**config.mk**
```make
export PLATFORM = sky130hd
export DESIGN_NAME = fetch_unit
export DESIGN_NICKNAME = d
export VERILOG_FILES = /design/src/rtl/fetch_unit.sv
export SDC_FILE = /design/constraint.sdc
export NUM_CORES = 1
export LEC_CHECK = 0
export ABC_AREA = 1
export CORE_MARGIN = 2
export CORE_UTILIZATION = 54
export DETAILED_ROUTE_END_ITERATION = 10
export PLACE_DENSITY = 0.81
export SLEW_MARGIN = 20
export SYNTH_ARGS = -nofsm -noshare
export SYNTH_HDL_FRONTEND = slang
export SYNTH_SLANG_ARGS = --single-unit
```
**constraint.sdc**
```tcl
create_clock -name clock -period 2 [get_ports clock]
set_input_delay 0.3 -clock clock [delete_from_list [all_inputs] [get_ports clock]]
set_output_delay 0.3 -clock clock [all_outputs]
set_load 0.02 [all_outputs]
```
**src/rtl/fetch_unit.sv**
```systemverilog
// First pipeline stage: program counter, instruction-memory req/ack fetch, one-entry skid
// buffer for halts, and jump redirects. Optional FETCH_COUNTERS_EN adds fetch/stall counters.
module fetch_unit #(
   parameter int ADDR_SIZE        = 10,
   parameter int INSTRUCTION_SIZE = 16,
   parameter logic [ADDR_SIZE-1:0]        RESET_PC = '0,
   parameter logic [INSTRUCTION_SIZE-1:0] NOP_WORD = '0
) (
   input  logic                        clock,
   input  logic                        reset,
   input  logic                        halt,
   input  logic                        jump_valid,
   input  logic [ADDR_SIZE-1:0]        jump_address,
   output logic                        imem_req,
   output logic [ADDR_SIZE-1:0]        imem_address,
   input  logic                        imem_ack,
   input  logic [INSTRUCTION_SIZE-1:0] imem_rdata,
   output logic [INSTRUCTION_SIZE-1:0] instruction,
   output logic [ADDR_SIZE-1:0]        pc_out
`ifdef FETCH_COUNTERS_EN
   ,
   output logic [31:0]                 fetch_count,
   output logic [31:0]                 stall_count
`endif
);

   typedef enum logic [1:0] {IDLE, REQ, BUFFERED, DROP} state_t;

   state_t                      state;
   logic [ADDR_SIZE-1:0]        pc;
   logic [ADDR_SIZE-1:0]        drop_address;
   logic [ADDR_SIZE-1:0]        buffer_pc;
   logic [INSTRUCTION_SIZE-1:0] buffer_word;
   logic                        bubble;

   // The skid buffer holds a word exactly when state is BUFFERED, so no separate valid bit.
   assign imem_req     = (state == REQ) || (state == DROP);
   assign imem_address = (state == DROP) ? drop_address : pc;

   always_comb begin
      bubble = !halt && (jump_valid || state == DROP || (state == REQ && !imem_ack));
   end

   always_ff @(posedge clock or negedge reset) begin
      if (!reset) begin
         state        <= IDLE;
         pc           <= RESET_PC;
         pc_out       <= '0;
         instruction  <= NOP_WORD;
         drop_address <= '0;
         buffer_pc    <= '0;
         buffer_word  <= NOP_WORD;
      end else begin
         if (bubble)
            instruction <= NOP_WORD;
         case (state)
            IDLE: begin
               if (jump_valid)
                  pc <= jump_address;
               state <= REQ;
            end
            REQ: begin
               if (jump_valid) begin
                  pc <= jump_address;
                  // An unacked request cannot be withdrawn; keep presenting it and discard its data.
                  if (!imem_ack) begin
                     drop_address <= pc;
                     state        <= DROP;
                  end
               end else if (imem_ack) begin
                  pc <= pc + ADDR_SIZE'(1);
                  if (halt) begin
                     buffer_word <= imem_rdata;
                     buffer_pc   <= pc;
                     state       <= BUFFERED;
                  end else begin
                     instruction <= imem_rdata;
                     pc_out      <= pc;
                  end
               end
            end
            BUFFERED: begin
               if (jump_valid) begin
                  pc    <= jump_address;
                  state <= REQ;
               end else if (!halt) begin
                  instruction <= buffer_word;
                  pc_out      <= buffer_pc;
                  state       <= REQ;
               end
            end
            DROP: begin
               if (jump_valid)
                  pc <= jump_address;
               if (imem_ack)
                  state <= REQ;
            end
            default: state <= IDLE;
         endcase
      end
   end

`ifdef FETCH_COUNTERS_EN
   logic present;

   always_comb begin
      present = !jump_valid && !halt && ((state == REQ && imem_ack) || state == BUFFERED);
   end

   always_ff @(posedge clock or negedge reset) begin
      if (!reset) begin
         fetch_count <= '0;
         stall_count <= '0;
      end else begin
         if (present)
            fetch_count <= fetch_count + 32'd1;
         if (halt || bubble)
            stall_count <= stall_count + 32'd1;
      end
   end
`endif

endmodule

```
==> impl_metrics.ini <==
[yosys]
synth_top_cell_by_area = dfrtp_1
synthTopCellsByArea = dfrtp_1 (45%), nand2_1 (21%), o21ai_0 (8.4%), nor2_1 (4.8%), nand3_1 (3.8%)
synth_fp_nets = 617
synth.distinct_cells = 24
yosys_warnings = 0
synth_area_per_cell_um2 = 7.042
ys_ff_latch = 74
synth_edf_count = 0
synthArstFlopShare_pct = 100.0
ys_seq_area_share_pct = 45.26
netlist_instances = 581
yosysTopAreaCellShare_pct = 45.26
syn_area_um2 = 4091
synth_flop_cell = dfrtp_1

[sta]
fin_crit_sh_pct = 97.48
period_needed_ns = 1.950
tightest_slew_ns = 0.5528
setup_viol_count_final = 0
rsz0062_at_grt = false
hold_slack_ns = 0.4889
slew_headroom_pct = 63.06
skew_ns = 0.009450
drv_slew = 0
fmax_mhz = 512.9
timing.final.ws_setup_ns = 0.05043
hold_violations = 0

[status]
outcome = complete, no violations

[finish]
drive_above_1_share_pct = 8.636
synthToLayoutAreaGrowth_pct = 25.93
fillers = 601
diodes = 0
nets = 691
multi_input_area_um2 = 1958
area.sequential_um2 = 1852
final_cell_area_um2 = 5152

[power_and_ir_drop]
power_density_nw_per_um2 = 1393
vdd_drop_max_uv = 605.7
p_leak_nw = 2.603
p_total_mw = 7.177

[placement]
gp_congestion = 0.8804
pre_cts_ws_ns = -0.03012
io_buffers = 67
post_dp_cell_area_um2 = 5000
dp.final_hpwl_um = 7531

[flow_run]
max-cap-violations = 0

[clocking]
cts_num_sinks = 74
root_buffer = clkbuf_8
clk_pin_slew_ns = 0.08
cts_max_level = 3
cts_made_buffers = 9
clock_path_buffers = 2
worstSkewPairLatency_ns = 0.35
cts_tree = built

[worst_setup_path]
arrival_ns = 1.65
rr_startpoint = state[1]
r2r_slack_ns = 0.20
cp.required_ns = 1.70
worstReg2RegEnd = pc_out[1]
start_kind = register
r2r_cells = 10
path_max_fanout = 21
end_kind = primary output
path_class = register to primary output

[routing]
drtIter0Drc = 207
wl_per_cell_um = 14.33
routed_wl_um = 10880
via_per_inst = 5.415
vias = 4110
ant_nets = 0
route.detailed.drc = 0
dr.pass1.iters = 5

[global_route]
antenna_found_initial = 0
groute.usage.overall_pct = 26.88
grt_pass1_wl_um = 18170
grt.overflow.total = 0
grt_max_degree = 75
grt_pass1_vias = 3865

[die]
core_um2 = 7292
ios = 68
rows = 31
dieArea_um2 = 8289
die_w_um = 91.05
initial_core_util_pct = 56.11
dieHeight_um = 91.05

[worst_hold_path]
holdCritStartpoint = drop_address[0]
holdPathStages = 2
hp-class = register to register
whs_endpoint = drop_address[0]
[logic make-up after synthesis]
kind of cell | share of synthesized area [%]
AOI/OAI and AO/OA | 13.95
buffers and inverters | 6.881
and+or+nand+nor | 30.80
xor gates and xnor gates | 0.2141
DFF | 45.26
adders and majority gates | 1.529
muxes | 1.376
[layer usage]
layer  track usage (%)  routed length, um
met1             34.93               4544
met2             45.74               5411
met3             3.817                731
met4             9.975                189
met5                 0                  0
[power breakdown]
| part | total [mW] | switching (mW) | internal, mW |
|---|---|---|---|
| combinational | 3.62 | 2.21 | 1.41 |
| clock | 1.02 | 0.571 | 0.447 |
| sequential | 2.54 | 0.421 | 2.12 |
| total | 7.18 | 3.20 | 3.98 |
[placed cells by master, fill, tap and decap left out, types with 2 or more instances in the layout]
cell type,instances
clkinv_2,3
dfrtp_1,74
clkbuf_8,9
nor2_1,52
clkdlybuf4s15_2,3
buf_12,5
a21oi_1,21
a31oi_1,13
nand2_1,230
mux2_2,5
clkbuf_1,2
nand3_1,31
inv_1,35
dlygate4sd2_1,3
o211ai_1,2
buf_4,21
o21ai_0,66
ha_1,5
clkbuf_2,4
inv_2,2
nand4_1,3
clkdlybuf4s50_1,55
o21ai_1,3
[layout make-up]
| type | instances | share of cell area [%] |
|---|---|---|
| inverter | 38 | 2.768 |
| multi-input combinational | 438 | 38.00 |
| sequential | 74 | 35.94 |
| clock buffer | 11 | 2.550 |
| clock inverter | 5 | 0.6071 |
| timing repair buffer | 94 | 17.73 |
| tap | 99 | 2.404 |
[critical path: stages, from the launching register on]
cell           delay, ns
dfrtp_1             0.41
ha_1                0.24
buf_12              0.16
o21ai_0             0.14
dlygate4sd2_1       0.35
[cells in the mapped netlist (2+ instances only)]
cell type,n
buf_2,15
nand3_1,31
dfrtp_1,74
inv_2,2
mux2_2,5
inv_1,35
a31oi_1,13
o211ai_1,2
ha_1,5
nand2_1,230
a21oi_1,21
nand4_1,3
o21ai_0,69
clkbuf_1,15
nor2_1,52
[state kept, by name, summed over array words and instances, names as in the netlist]
name          flops
buffer_word      16
state             2
drop_address     10
buffer_pc        10
pc               10
pc_out           10
instruction      16
[worst max-delay path by stage]
stage                     startpoint               to  slack [ns]  depth (start not counted)
after CTS                   state[1]  imem_address[4]       0.004                          4
after detailed placement  jump_valid            pc[9]       -0.03                          8
after floorplan             state[0]         imem_req        0.35                          5
after global placement      state[1]  imem_address[0]        0.02                          4
final                       state[1]  imem_address[2]        0.05                          4
after global routing        state[1]  imem_address[1]      0.0009                          4
[stage by stage]
stage,util [%],std cells,setup TNS (ns)
after floorplan,-,581,0
after global placement,68.57,742,0
after detailed placement,68.57,742,-0.03036
after CTS,70.85,759,0
after global routing,70.66,759,0
final,70.66,759,0
[what timing repair did]
| action | CTS | global route |
|---|---|---|
| endpoints found under the hold margin | 15 | 0 |
| gates resized for setup | 23 | 13 |
| buffers inserted | 0 | 0 |
| hold buffers | 1 | 0 |
| setup endpoints to repair | 11 | 7 |
Power figures use the tool's default switching activity.
